## config.mk

```make
export PLATFORM = sky130hd
export DESIGN_NAME = avalon_master_initiator_flat
export DESIGN_NICKNAME = d
export VERILOG_FILES = /design/src/rtl/avalon_pkg.sv /design/src/rtl/avalon_master_initiator_if.sv /design/src/rtl/avalon_wait_timer.sv /design/src/rtl/avalon_master_initiator.sv /design/src/flat_wrapper.sv
export SDC_FILE = /design/constraint.sdc
export NUM_CORES = 1
export LEC_CHECK = 0
export CAP_MARGIN = 5
export CORE_MARGIN = 5
export CORE_UTILIZATION = 42
export CTS_CLUSTER_SIZE = 12
export DETAILED_ROUTE_END_ITERATION = 6
export GPL_TIMING_DRIVEN = 1
export PLACE_DENSITY = 0.85
export SYNTH_ARGS = -nofsm -noshare
export SYNTH_HDL_FRONTEND = slang
export SYNTH_SLANG_ARGS = --single-unit
```

## constraint.sdc

```tcl
create_clock -name clk -period 3.19 [get_ports clk]
set_input_delay 0.638 -clock clk [delete_from_list [all_inputs] [get_ports clk]]
set_output_delay 0.638 -clock clk [all_outputs]
set_load 0.005 [all_outputs]
```

## src/rtl/avalon_pkg.sv

```systemverilog
// Shared Avalon-MM definitions: command opcodes, response codes, FSM
// states and width defaults. The slave controller imports the same package.
package avalon_pkg;

  localparam int ADDR_W_DEF  = 11;
  localparam int DATA_W_DEF  = 32;
  localparam int BCNT_W_DEF  = 10;
  localparam int TIMEOUT_DEF = 256;

  // First word address past the slave's decoded window (legal range 1..0x62B).
  localparam logic [10:0] AVL_MAXADDR = 11'h62C;

  typedef enum logic [1:0] {
    OP_READ    = 2'b00,
    OP_WRITE   = 2'b01,
    OP_BURST   = 2'b10,
    OP_ILLEGAL = 2'b11
  } op_e;

  localparam logic [1:0] RSP_OKAY        = 2'b00;
  localparam logic [1:0] RSP_SLAVEERROR  = 2'b10;
  localparam logic [1:0] RSP_DECODEERROR = 2'b11;

  typedef enum logic [2:0] {
    ST_IDLE,
    ST_RD_REQ,
    ST_RD_WAIT,
    ST_WR_REQ,
    ST_WR_RESP,
    ST_BW_DATA,
    ST_BW_RESP,
    ST_DONE
  } mi_state_e;

  // A command is rejected locally when the opcode is reserved or when a
  // burst asks for zero beats; neither ever reaches the bus.
  function automatic logic cmd_is_legal(input logic [1:0] op, input logic len_zero);
    return !((op_e'(op) == OP_ILLEGAL) || ((op_e'(op) == OP_BURST) && len_zero));
  endfunction

endpackage

```

## src/rtl/avalon_master_initiator_if.sv

```systemverilog
// Avalon-MM bus between the initiator (master) and the slave controller.
//
// Handshake rules on this bus: a read or write request is offered by the
// master and held stable; it is taken on a rising edge where waitrequest is
// low. readdatavalid and writeresponsevalid are single-cycle strobes from the
// slave that carry readdata/response; they have no back-pressure.
interface avalon_master_initiator_if #(
  parameter int ADDR_W = 11,
  parameter int DATA_W = 32,
  parameter int BCNT_W = 10
);
  logic [ADDR_W-1:0] address;
  logic              read;
  logic              write;
  logic              beginbursttransfer;
  logic [BCNT_W-1:0] burstcount;
  logic [DATA_W-1:0] writedata;
  logic              waitrequest;
  logic [DATA_W-1:0] readdata;
  logic              readdatavalid;
  logic              writeresponsevalid;
  logic [1:0]        response;

  modport master (
    output address, read, write, beginbursttransfer, burstcount, writedata,
    input  waitrequest, readdata, readdatavalid, writeresponsevalid, response
  );

  modport slave (
    input  address, read, write, beginbursttransfer, burstcount, writedata,
    output waitrequest, readdata, readdatavalid, writeresponsevalid, response
  );
endinterface

```

## src/rtl/avalon_wait_timer.sv

```systemverilog
// Stall timer: counts enabled cycles since the last clear and flags when the
// count has reached TIMEOUT-1, i.e. the current enabled cycle is the
// TIMEOUT-th stalled cycle. The owner combines 'expired' with its own enable.
module avalon_wait_timer #(
  parameter int TIMEOUT = 256
) (
  input  logic clk,
  input  logic n_rst,
  input  logic clear,
  input  logic enable,
  output logic expired
);
  localparam int CNT_W = $clog2(TIMEOUT);
  localparam logic [CNT_W-1:0] LIMIT = CNT_W'(TIMEOUT - 1);

  logic [CNT_W-1:0] count;

  // Count stalled cycles, saturating at the limit until cleared.
  always_ff @(posedge clk or negedge n_rst) begin
    if (!n_rst) begin
      count <= '0;
    end else if (clear) begin
      count <= '0;
    end else if (enable && (count != LIMIT)) begin
      count <= count + 1'b1;
    end
  end

  assign expired = (count == LIMIT);
endmodule

```

## src/rtl/avalon_master_initiator.sv

```systemverilog
// Avalon-MM initiator: takes one local command (read, write or burst write),
// runs it on the Avalon bus honouring waitrequest, collects the slave's
// readdata/response and returns exactly one result per command. A stall
// timer aborts any wait that exceeds TIMEOUT cycles.
//
// Local handshakes: cmd is taken on a rising edge with cmd_valid && cmd_ready,
// burst beats on bw_valid && bw_ready; rsp_valid is a one-cycle pulse with no
// back-pressure. All Avalon outputs are registered.
module avalon_master_initiator
  import avalon_pkg::*;
#(
  parameter int ADDR_W  = ADDR_W_DEF,
  parameter int DATA_W  = DATA_W_DEF,
  parameter int BCNT_W  = BCNT_W_DEF,
  parameter int TIMEOUT = TIMEOUT_DEF
) (
  input  logic              clk,
  input  logic              n_rst,
  input  logic              cmd_valid,
  output logic              cmd_ready,
  input  logic [1:0]        cmd_op,
  input  logic [ADDR_W-1:0] cmd_addr,
  input  logic [BCNT_W-1:0] cmd_len,
  input  logic [DATA_W-1:0] cmd_wdata,
  input  logic [DATA_W-1:0] bw_data,
  input  logic              bw_valid,
  output logic              bw_ready,
  output logic              rsp_valid,
  output logic [DATA_W-1:0] rsp_rdata,
  output logic [1:0]        rsp_code,
  output logic              rsp_timeout,
  avalon_master_initiator_if.master avl,
  output mi_state_e         dbg_state
);

  mi_state_e state, next_state;

  logic [ADDR_W-1:0] address_q;
  logic              read_q;
  logic              write_q;
  logic              begin_q;
  logic [BCNT_W-1:0] burstcount_q;
  logic [DATA_W-1:0] writedata_q;   // doubles as the one-entry burst beat register

  logic [BCNT_W-1:0] beat_cnt;      // beats still to complete on the bus
  logic [BCNT_W-1:0] accept_left;   // beats still to take from bw_*
  logic              held;          // beat register occupied (== write in a burst)
  logic              held_next;
  logic              started;       // beginbursttransfer already issued

  logic cmd_fire;
  logic bw_fire;
  logic bus_beat;
  logic tmr_clear;
  logic tmr_enable;
  logic tmr_at_limit;
  logic timed_out;

  assign cmd_ready = (state == ST_IDLE);
  assign cmd_fire  = cmd_valid && cmd_ready;
  assign bus_beat  = (state == ST_BW_DATA) && held && !avl.waitrequest;
  assign bw_ready  = (state == ST_BW_DATA) && (accept_left != '0) &&
                     (!held || !avl.waitrequest);
  assign bw_fire   = bw_valid && bw_ready;
  assign timed_out = tmr_enable && tmr_at_limit;
  assign dbg_state = state;

  // Beat register occupancy for the next cycle; forced empty when leaving the burst.
  assign held_next = (next_state == ST_BW_DATA) && (bw_fire || (held && !bus_beat));

  // The wait timer restarts on every state change and on any burst progress.
  assign tmr_clear = (next_state != state) || bus_beat || bw_fire;

  avalon_wait_timer #(
    .TIMEOUT(TIMEOUT)
  ) u_timer (
    .clk    (clk),
    .n_rst  (n_rst),
    .clear  (tmr_clear),
    .enable (tmr_enable),
    .expired(tmr_at_limit)
  );

  // State register.
  always_ff @(posedge clk or negedge n_rst) begin
    if (!n_rst) begin
      state <= ST_IDLE;
    end else begin
      state <= next_state;
    end
  end

  // Next-state logic; tmr_enable marks cycles spent stalled in a wait state.
  always_comb begin
    next_state = state;
    tmr_enable = 1'b0;
    case (state)
      ST_IDLE: begin
        if (cmd_fire) begin
          if (!cmd_is_legal(cmd_op, cmd_len == '0)) begin
            next_state = ST_DONE;
          end else begin
            case (op_e'(cmd_op))
              OP_READ:  next_state = ST_RD_REQ;
              OP_WRITE: next_state = ST_WR_REQ;
              default:  next_state = ST_BW_DATA;
            endcase
          end
        end
      end
      ST_RD_REQ: begin
        if (!avl.waitrequest) begin
          next_state = ST_RD_WAIT;
        end else begin
          tmr_enable = 1'b1;
          if (tmr_at_limit) next_state = ST_DONE;
        end
      end
      ST_RD_WAIT: begin
        if (avl.readdatavalid) begin
          next_state = ST_DONE;
        end else begin
          tmr_enable = 1'b1;
          if (tmr_at_limit) next_state = ST_DONE;
        end
      end
      ST_WR_REQ: begin
        if (!avl.waitrequest) begin
          next_state = ST_WR_RESP;
        end else begin
          tmr_enable = 1'b1;
          if (tmr_at_limit) next_state = ST_DONE;
        end
      end
      ST_WR_RESP, ST_BW_RESP: begin
        if (avl.writeresponsevalid) begin
          next_state = ST_DONE;
        end else begin
          tmr_enable = 1'b1;
          if (tmr_at_limit) next_state = ST_DONE;
        end
      end
      ST_BW_DATA: begin
        if (bus_beat && (beat_cnt == BCNT_W'(1))) begin
          next_state = ST_BW_RESP;
        end else if (!bus_beat && !bw_fire) begin
          tmr_enable = 1'b1;
          if (tmr_at_limit) next_state = ST_DONE;
        end
      end
      ST_DONE: next_state = ST_IDLE;
      default: next_state = ST_IDLE;
    endcase
  end

  // Registered Avalon outputs, burst bookkeeping and result capture.
  always_ff @(posedge clk or negedge n_rst) begin
    if (!n_rst) begin
      address_q    <= '0;
      read_q       <= 1'b0;
      write_q      <= 1'b0;
      begin_q      <= 1'b0;
      burstcount_q <= '0;
      writedata_q  <= '0;
      beat_cnt     <= '0;
      accept_left  <= '0;
      held         <= 1'b0;
      started      <= 1'b0;
      rsp_valid    <= 1'b0;
      rsp_rdata    <= '0;
      rsp_code     <= RSP_OKAY;
      rsp_timeout  <= 1'b0;
    end else begin
      read_q    <= (next_state == ST_RD_REQ);
      write_q   <= (next_state == ST_WR_REQ) || held_next;
      begin_q   <= held_next && !started;
      held      <= held_next;
      rsp_valid <= (next_state == ST_DONE);
      if (held_next) started <= 1'b1;
      if (timed_out) begin
        rsp_timeout <= 1'b1;
        rsp_code    <= RSP_SLAVEERROR;
      end
      case (state)
        ST_IDLE: begin
          if (cmd_fire) begin
            address_q    <= cmd_addr;
            burstcount_q <= (op_e'(cmd_op) == OP_BURST) ? cmd_len : BCNT_W'(1);
            writedata_q  <= cmd_wdata;
            beat_cnt     <= cmd_len;
            accept_left  <= cmd_len;
            started      <= 1'b0;
            rsp_rdata    <= '0;
            rsp_timeout  <= 1'b0;
            rsp_code     <= cmd_is_legal(cmd_op, cmd_len == '0) ? RSP_OKAY : RSP_DECODEERROR;
          end
        end
        ST_RD_WAIT: begin
          if (avl.readdatavalid) begin
            rsp_rdata <= avl.readdata;
            rsp_code  <= avl.response;
          end
        end
        ST_WR_RESP, ST_BW_RESP: begin
          if (avl.writeresponsevalid) rsp_code <= avl.response;
        end
        ST_BW_DATA: begin
          if (bw_fire) begin
            writedata_q <= bw_data;
            accept_left <= accept_left - 1'b1;
          end
          if (bus_beat) beat_cnt <= beat_cnt - 1'b1;
        end
        default: ;
      endcase
    end
  end

  assign avl.address            = address_q;
  assign avl.read               = read_q;
  assign avl.write              = write_q;
  assign avl.beginbursttransfer = begin_q;
  assign avl.burstcount         = burstcount_q;
  assign avl.writedata          = writedata_q;

endmodule

```

## src/flat_wrapper.sv

```systemverilog
// flat-port wrapper written by rule: the top's interface ports become plain ports
module avalon_master_initiator_flat import avalon_pkg::*;
#(
  parameter int ADDR_W  = ADDR_W_DEF,
  parameter int DATA_W  = DATA_W_DEF,
  parameter int BCNT_W  = BCNT_W_DEF,
  parameter int TIMEOUT = TIMEOUT_DEF
)
  (clk, n_rst, cmd_valid, cmd_ready, cmd_op, cmd_addr, cmd_len, cmd_wdata, bw_data, bw_valid, bw_ready, rsp_valid, rsp_rdata, rsp_code, rsp_timeout, dbg_state, avl_address, avl_read, avl_write, avl_beginbursttransfer, avl_burstcount, avl_writedata, avl_waitrequest, avl_readdata, avl_readdatavalid, avl_writeresponsevalid, avl_response);
  avalon_master_initiator_if #(.ADDR_W(ADDR_W), .DATA_W(DATA_W), .BCNT_W(BCNT_W)) avl_i ();
  input  logic clk;
  input  logic n_rst;
  input  logic cmd_valid;
  output logic cmd_ready;
  input  logic [1:0] cmd_op;
  input  logic [ADDR_W-1:0] cmd_addr;
  input  logic [BCNT_W-1:0] cmd_len;
  input  logic [DATA_W-1:0] cmd_wdata;
  input  logic [DATA_W-1:0] bw_data;
  input  logic bw_valid;
  output logic bw_ready;
  output logic rsp_valid;
  output logic [DATA_W-1:0] rsp_rdata;
  output logic [1:0] rsp_code;
  output logic rsp_timeout;
  output mi_state_e dbg_state;
  output wire logic [$bits(avl_i.address)-1:0] avl_address;
  output wire logic [$bits(avl_i.read)-1:0] avl_read;
  output wire logic [$bits(avl_i.write)-1:0] avl_write;
  output wire logic [$bits(avl_i.beginbursttransfer)-1:0] avl_beginbursttransfer;
  output wire logic [$bits(avl_i.burstcount)-1:0] avl_burstcount;
  output wire logic [$bits(avl_i.writedata)-1:0] avl_writedata;
  input wire logic [$bits(avl_i.waitrequest)-1:0] avl_waitrequest;
  input wire logic [$bits(avl_i.readdata)-1:0] avl_readdata;
  input wire logic [$bits(avl_i.readdatavalid)-1:0] avl_readdatavalid;
  input wire logic [$bits(avl_i.writeresponsevalid)-1:0] avl_writeresponsevalid;
  input wire logic [$bits(avl_i.response)-1:0] avl_response;
  assign avl_address = avl_i.address;
  assign avl_read = avl_i.read;
  assign avl_write = avl_i.write;
  assign avl_beginbursttransfer = avl_i.beginbursttransfer;
  assign avl_burstcount = avl_i.burstcount;
  assign avl_writedata = avl_i.writedata;
  assign avl_i.waitrequest = avl_waitrequest;
  assign avl_i.readdata = avl_readdata;
  assign avl_i.readdatavalid = avl_readdatavalid;
  assign avl_i.writeresponsevalid = avl_writeresponsevalid;
  assign avl_i.response = avl_response;
  avalon_master_initiator #(.ADDR_W(ADDR_W), .DATA_W(DATA_W), .BCNT_W(BCNT_W), .TIMEOUT(TIMEOUT)) u_core (.clk(clk), .n_rst(n_rst), .cmd_valid(cmd_valid), .cmd_ready(cmd_ready), .cmd_op(cmd_op), .cmd_addr(cmd_addr), .cmd_len(cmd_len), .cmd_wdata(cmd_wdata), .bw_data(bw_data), .bw_valid(bw_valid), .bw_ready(bw_ready), .rsp_valid(rsp_valid), .rsp_rdata(rsp_rdata), .rsp_code(rsp_code), .rsp_timeout(rsp_timeout), .avl(avl_i), .dbg_state(dbg_state));
endmodule
```

==> results of run 1 <==
cell type report:
type                            count  share of cell area (%)
Clock buffer                       20                    4.94
Clock inverter                     11                    2.30
Inverter                           12                   0.487
Multi-Input combinational cell    515                    29.9
Sequential cell                   125                    33.8
Tap cell                          184                    2.49
Timing Repair Buffer              245                    26.1
logic make-up (layout without fill, tap and decap cells):
| logic type | after synthesis | after routing | share of synthesized area, % |
|---|---|---|---|
| AND/OR/NAND/NOR | 347 | 347 | 25.4 |
| AO/OA/AOI/OAI | 151 | 151 | 16.3 |
| flip-flops | 125 | 125 | 51.2 |
| buffers and inverters | 59 | 288 | 3.94 |
| multiplexers | 13 | 13 | 2.36 |
| adder cells (fa/ha/maj) | 4 | 4 | 0.820 |
worst max-delay path: cells and delay by family, from the launching register on:
family,cells,cell delay (ns)
flops,1,0.39
simple gates,3,0.86
fa+ha+maj,1,0.22
buf+inv,2,0.55
through the flow:
stage          hold slack, ns  worst slack [ns]  std cells
6_report                0.305             0.101       1112
5_1_grt                 0.392           0.00644       1112
4_1_cts                 0.350            0.0500       1112
3_5_place_dp            0.444             0.198       1081
3_3_place_gp            0.442             0.228       1081
2_1_floorplan           0.342             0.841        699
how the worst max path moves through the flow:
stage,startpoint,to,slack [ns]
after floorplan,u_core.accept_left[0],u_core.u_timer.count[2],0.84
after global placement,avl_waitrequest,bw_ready,0.23
after detailed placement,avl_waitrequest,bw_ready,0.20
after CTS,u_core.accept_left[0],bw_ready,0.05
after global routing,u_core.accept_left[1],bw_ready,0.006
final,u_core.accept_left[0],bw_ready,0.10
what timing repair did:
item / 4_1_cts / 5_1_grt
gates resized for setup: 0 / 2
setup endpoints to repair: 0 / 1
buffers inserted: 0 / 0
power by group through the flow:
stage | sequential [mW] | combinational [mW] | clock, mW
6_report | 2.65 | 3.53 | 2.20
5_1_grt | 2.74 | 3.89 | 2.31
2_1_floorplan | 2.66 | 1.74 | 0
3_5_place_dp | 2.67 | 3.51 | 0
3_3_place_gp | 2.63 | 3.45 | 0
4_1_cts | 2.65 | 3.55 | 2.23
layer usage:
layer / vias up / part of all wire (%) / wire [um] / GRT usage (%)
li1: 2890 / - / - / -
met1: 2869 / 40 / 7380 / 27.7
met2: 314 / 50 / 9140 / 35.0
met3: 31 / 8.6 / 1590 / 6.10
met4: 0 / 1.6 / 288 / 6.47
met5: - / 0 / 0 / 0
sequential cells by signal (all words and copies together) (netlist names):
register and cells:
u_core.avl.writedata 32, u_core.rsp_rdata 32, u_core.avl.address 11, u_core.accept_left 10, u_core.avl.burstcount 10, u_core.beat_cnt 10
u_core.u_timer.count 8, u_core.dbg_state 3, u_core.rsp_code 2, u_core.avl.beginbursttransfer 1, u_core.avl.read 1, u_core.avl.write 1
u_core.held 1, u_core.rsp_timeout 1, u_core.rsp_valid 1, u_core.started 1
placed cells by master (no fill, tap or decap), types with 3 or more instances in the layout:
cell type,n
clkdlybuf4s50_1,223
nand2_1,175
dfrtp_1,125
nor2_1,63
nand3_1,43
a31oi_1,40
o21ai_0,37
a21oi_1,25
buf_4,21
clkbuf_16,17
nor3_1,15
inv_1,12
mux2_2,11
nor4_1,9
or3_1,7
o22a_1,6
bufinv_16,6
o211ai_1,5
a211oi_1,5
a41oi_1,4
o22ai_1,4
ha_1,4
nor2b_1,3
or3b_2,3
nand2b_1,3
or2_2,3
nor3_2,3
o41ai_1,3
clkinv_2,3
==> impl_metrics.toml, run 1 <==
[run_status]
run_status = "finished, final reports clean"

[floorplanning]
die_x_um = 131
io_pins = 225
fp-row-count = 44
start_util_pct = 42.5
core_area_sq_mm = 0.0144
dieHeight_um = 131
dieArea_sq_mm = 0.0170

[drt]
num_vias = 6104
firstDrtPassIters = 6
ant_nets = 0
wire_per_inst_um = 16.5
wirelength_um = 18400
viasPerCell = 5.49
drtIter0Drc = 605
drc = 0

[timing]
setup-tns-final_ns = 0
relSlewSlack_pct = 42.5
final_min_period_over_clock_period_pct = 96.8
slew_violations = 0
worstMarginPinSlew_ns = 0.862
final-setup-viol-count = 0
hold_viol_final = 0
max_freq_mhz = 324
fin_skew_ns = 0.00901
rsz0062_at_grt = "no"
period_minus_slack_ns = 3.09

[logic_synthesis]
ys_warn_count = 0
synth_most_common_cell = "nand2_1"
synth.top_cells.by_count = "nand2_1, dfrtp_1, nor2_1, nand3_1, a31oi_1"
synthesis.instances = 699
synthDistinctLibCells = 60
yosys-top-cells-area = "dfrtp_1, nand2_1, a31oi_1, nor2_1, nand3_1"
yosysSeqAreaShare_pct = 51.2
syn_area_sq_mm = 0.00610
dominantRegCellSynth = "dfrtp_1"
synth_edf_count = 0
synth_top_area_cell = "dfrtp_1"
ys_ff_latch = 125
synth_top_cell_area_share_pct = 51.2
syn_avg_cell_area_sq_um = 8.73
async_flop_share_pct = 100
synth_nets = 831

[pwr]
internal_power_mw = 5.52
combinationalPowerShare_pct = 42.1
clockPowerShare_pct = 26.3
seq_power_share_pct = 31.6
vdd_drop_max_mv = 0.466
power_mw = 8.39
p_sw_mw = 2.87
leakage_nw = 3.94
powerDensity_mw_per_mm2 = 908
swShare_pct = 34.3

[job]
maxCapViolCount = 0

[global_routing]
grtUsageTotal_pct = 21.4
grt_max_degree = 66
antenna_found_initial = 0
overflow = 0
grt_pass1_wl_um = 29000
grt_pass1_vias = 5709

[worst_setup_path]
reg2reg_depth = 8
required_ns = 2.55
worstPathCellList = "inv_1 > ha_1 > or4b_4 > nor3_2 > nor3b_1 > clkdlybuf4s50_1"
crit_slowest_cell = "or4b_4"
worstReg2RegStart = "u_core.accept_left[0]"
crit_fanout = 4
reg2reg_to = "u_core.u_timer.count[2]"
cp-end-kind = "primary output"
rrSetupSlack_ns = 0.44
start_kind = "register"
crit_type = "reg2out"
cp.arrival_ns = 2.45
slowest_delay_ns = 0.51

[placement]
io_buffers = 224
post_dp_cell_area_sq_mm = 0.00856
finalWeightedCongestion = 0.912
dpl.hpwl_um = 12800

[finish]
seq_area_sq_mm = 0.00313
fill_cells = 1118
utilization_pct = 64.3
stdcell_area_sq_mm = 0.00924
area_growth_pct = 51.4
layout-drive-gt1-share_pct = 8.84
multi_input_area_sq_mm = 0.00276
nets = 1048
n_antenna_cell = 0

[clocking]
clock_latency_ns = 0.42
clkTransAtPathRegs_ns = 0.06
cts_hold_buf = 0
cts_max_level = 4
numCtsBuffers = 17
clock_sinks = 125
cts_tree = "built"
clock_path_buffers = 2
cts_root_buf = "clkbuf_16"

[worst_hold_path]
worstHoldPathType = "in2async"
(Power assumes the default switching activity.)
==> run 2: changes to the inputs <==
--- a/config.mk
+++ b/config.mk
@@ -10,7 +10,7 @@
 export CORE_UTILIZATION = 42
 export CTS_CLUSTER_SIZE = 12
 export DETAILED_ROUTE_END_ITERATION = 6
-export GPL_TIMING_DRIVEN = 1
+export GPL_TIMING_DRIVEN = 0
 export PLACE_DENSITY = 0.85
 export SYNTH_ARGS = -nofsm -noshare
 export SYNTH_HDL_FRONTEND = slang
==> impl_metrics.toml, run 2 (same netlist as run 1, synthesis figures left out) <==
[timing]
final-setup-viol-count = 0
slew_violations = 0
final_min_period_over_clock_period_pct = 95.0
period_minus_slack_ns = 3.03
setup-tns-final_ns = 0
setup_slack_ns = 0.159
rsz0062_at_grt = "no"
fin_skew_ns = 0.00930
max_freq_mhz = 330
hold_viol_final = 0
relSlewSlack_pct = 44.8
worstMarginPinSlew_ns = 0.825

[finish]
stdcell_area_sq_mm = 0.00923
layout_common_cells = "clkdlybuf4s50_1, nand2_1, dfrtp_1"
nets = 1073
fill_cells = 1174
final_common_cell = "clkdlybuf4s50_1"
instances_no_fill = 1138
n_antenna_cell = 0
layout-drive-gt1-share_pct = 7.34
area_growth_pct = 51.2

[drt]
num_vias = 6234
wire_per_inst_um = 16.8
viasPerCell = 5.48
wirelength_um = 19100
drtIter0Drc = 515
firstDrtPassIters = 5
ant_nets = 0
drc = 0

[floorplanning]
dieHeight_um = 131
io_pins = 225
dieArea_sq_mm = 0.0170
start_util_pct = 42.5
die_x_um = 131
core_area_sq_mm = 0.0144
fp-row-count = 44

[clocking]
cts_setup_buffers = 0
clock_latency_ns = 0.42
numCtsBuffers = 17
cts_max_level = 4
clock_sinks = 125
cts_root_buf = "clkbuf_16"
clkTransAtPathRegs_ns = 0.06
clock_path_buffers = 2
cts_tree = "built"

[placement]
io_buffers = 223
dp_cells = 1107
finalWeightedCongestion = 0.898
dpl.hpwl_um = 14100
pre_cts_ws_ns = 0.214
post_dp_cell_area_sq_mm = 0.00860

[global_routing]
antenna_found_initial = 0
grt_max_degree = 68
overflow = 0
grt_pass1_vias = 5996
grtUsageTotal_pct = 22.1
grt_pass1_wl_um = 29700

[worst_setup_path]
slowest_delay_ns = 0.44
critPathBufInv = 3
start_kind = "register"
critPathTopFamily = "simple AND/OR/NAND/NOR gates"
required_ns = 2.55
crit_fanout = 7
cp-end-kind = "primary output"
crit_slowest_cell = "or4b_1"
worstPathCellList = "inv_1 > ha_1 > or4b_1 > buf_2 > nor3_2 > nor3b_1 > dlygate4sd2_1"
crit_type = "reg2out"
cp.arrival_ns = 2.39

[pwr]
p_sw_mw = 2.97
internal_power_mw = 5.34
leakage_nw = 3.91
swShare_pct = 35.7
combinationalPowerShare_pct = 43.1
vdd_drop_max_mv = 0.412
clockPowerShare_pct = 24.8
seq_power_share_pct = 32.0
powerDensity_mw_per_mm2 = 900

[worst_hold_path]
worstHoldPathType = "in2async"

[job]
maxCapViolCount = 0

[run_status]
run_status = "finished, final reports clean"
[run 2: repair_timing]
| action | 4_1_cts | 5_1_grt |
|---|---|---|
| resized for setup | 3 | 0 |
| hold buffers | 0 | 0 |
| setup endpoints to repair | 1 | 0 |
[run 2: final timing paths]
kind	slack [ns]	to	start	cells past startpoint
min in group clk	0.44	u_core.avl.beginbursttransfer	u_core.started	1
hold / removal	0.20	u_core.u_timer.count[2]	n_rst	1
setup / recovery	0.16	bw_ready	u_core.accept_left[0]	7
max in group asynchronous	2.28	u_core.avl.writedata[25]	n_rst	2
hold reg to reg	0.44	u_core.avl.beginbursttransfer	u_core.started	1
setup reg to reg	0.44	u_core.accept_left[6]	u_core.accept_left[0]	10
[run 2: area by class of cell]
type	count	area [sq um]	area share, %
sequential	125	3130	33.9
multi-input combinational	515	2740	29.7
inverter	12	45.0	0.488
clock inverter	14	193	2.09
tap	184	230	2.49
clock buffer	18	439	4.76
buffer	46	193	2.09
timing repair buffer	224	2260	24.5
[run 2: worst reg2reg max path, delay by kind of cell, from the launching register on]
kind	cells	cell delay, ns
fa+ha+maj	1	0.22
compound gates	2	0.58
buf+inv	4	0.78
flops	1	0.40
simple gates	3	0.66
[run 2: per-layer routing]
metal	vias to the layer above	track usage (%)	part of all wire, %
li1	2938	-	-
met1	2997	27.1	40
met2	258	37.6	50
met3	41	6.91	7.8
met4	0	6.41	2.2
met5	-	0	0
[run 2: power groups by stage]
stage               Sequential (mW)  Combinational (mW)  Clock [mW]
CTS                            2.66                3.60        2.09
floorplan                      2.66                1.74           0
detailed placement             2.67                3.58           0
finish                         2.66                3.58        2.06
global placement               2.64                3.51           0
global route                   2.73                3.95        2.16
[run 2: through the flow]
step | utilization, % | total power, mW | hold WS, ns
2_1_floorplan | - | 4.40 | 0.342
3_5_place_dp | 59.8 | 6.26 | 0.443
4_1_cts | 64.2 | 8.35 | 0.209
3_3_place_gp | 59.6 | 6.15 | 0.435
5_1_grt | 64.2 | 8.85 | 0.230
6_report | 64.2 | 8.30 | 0.196
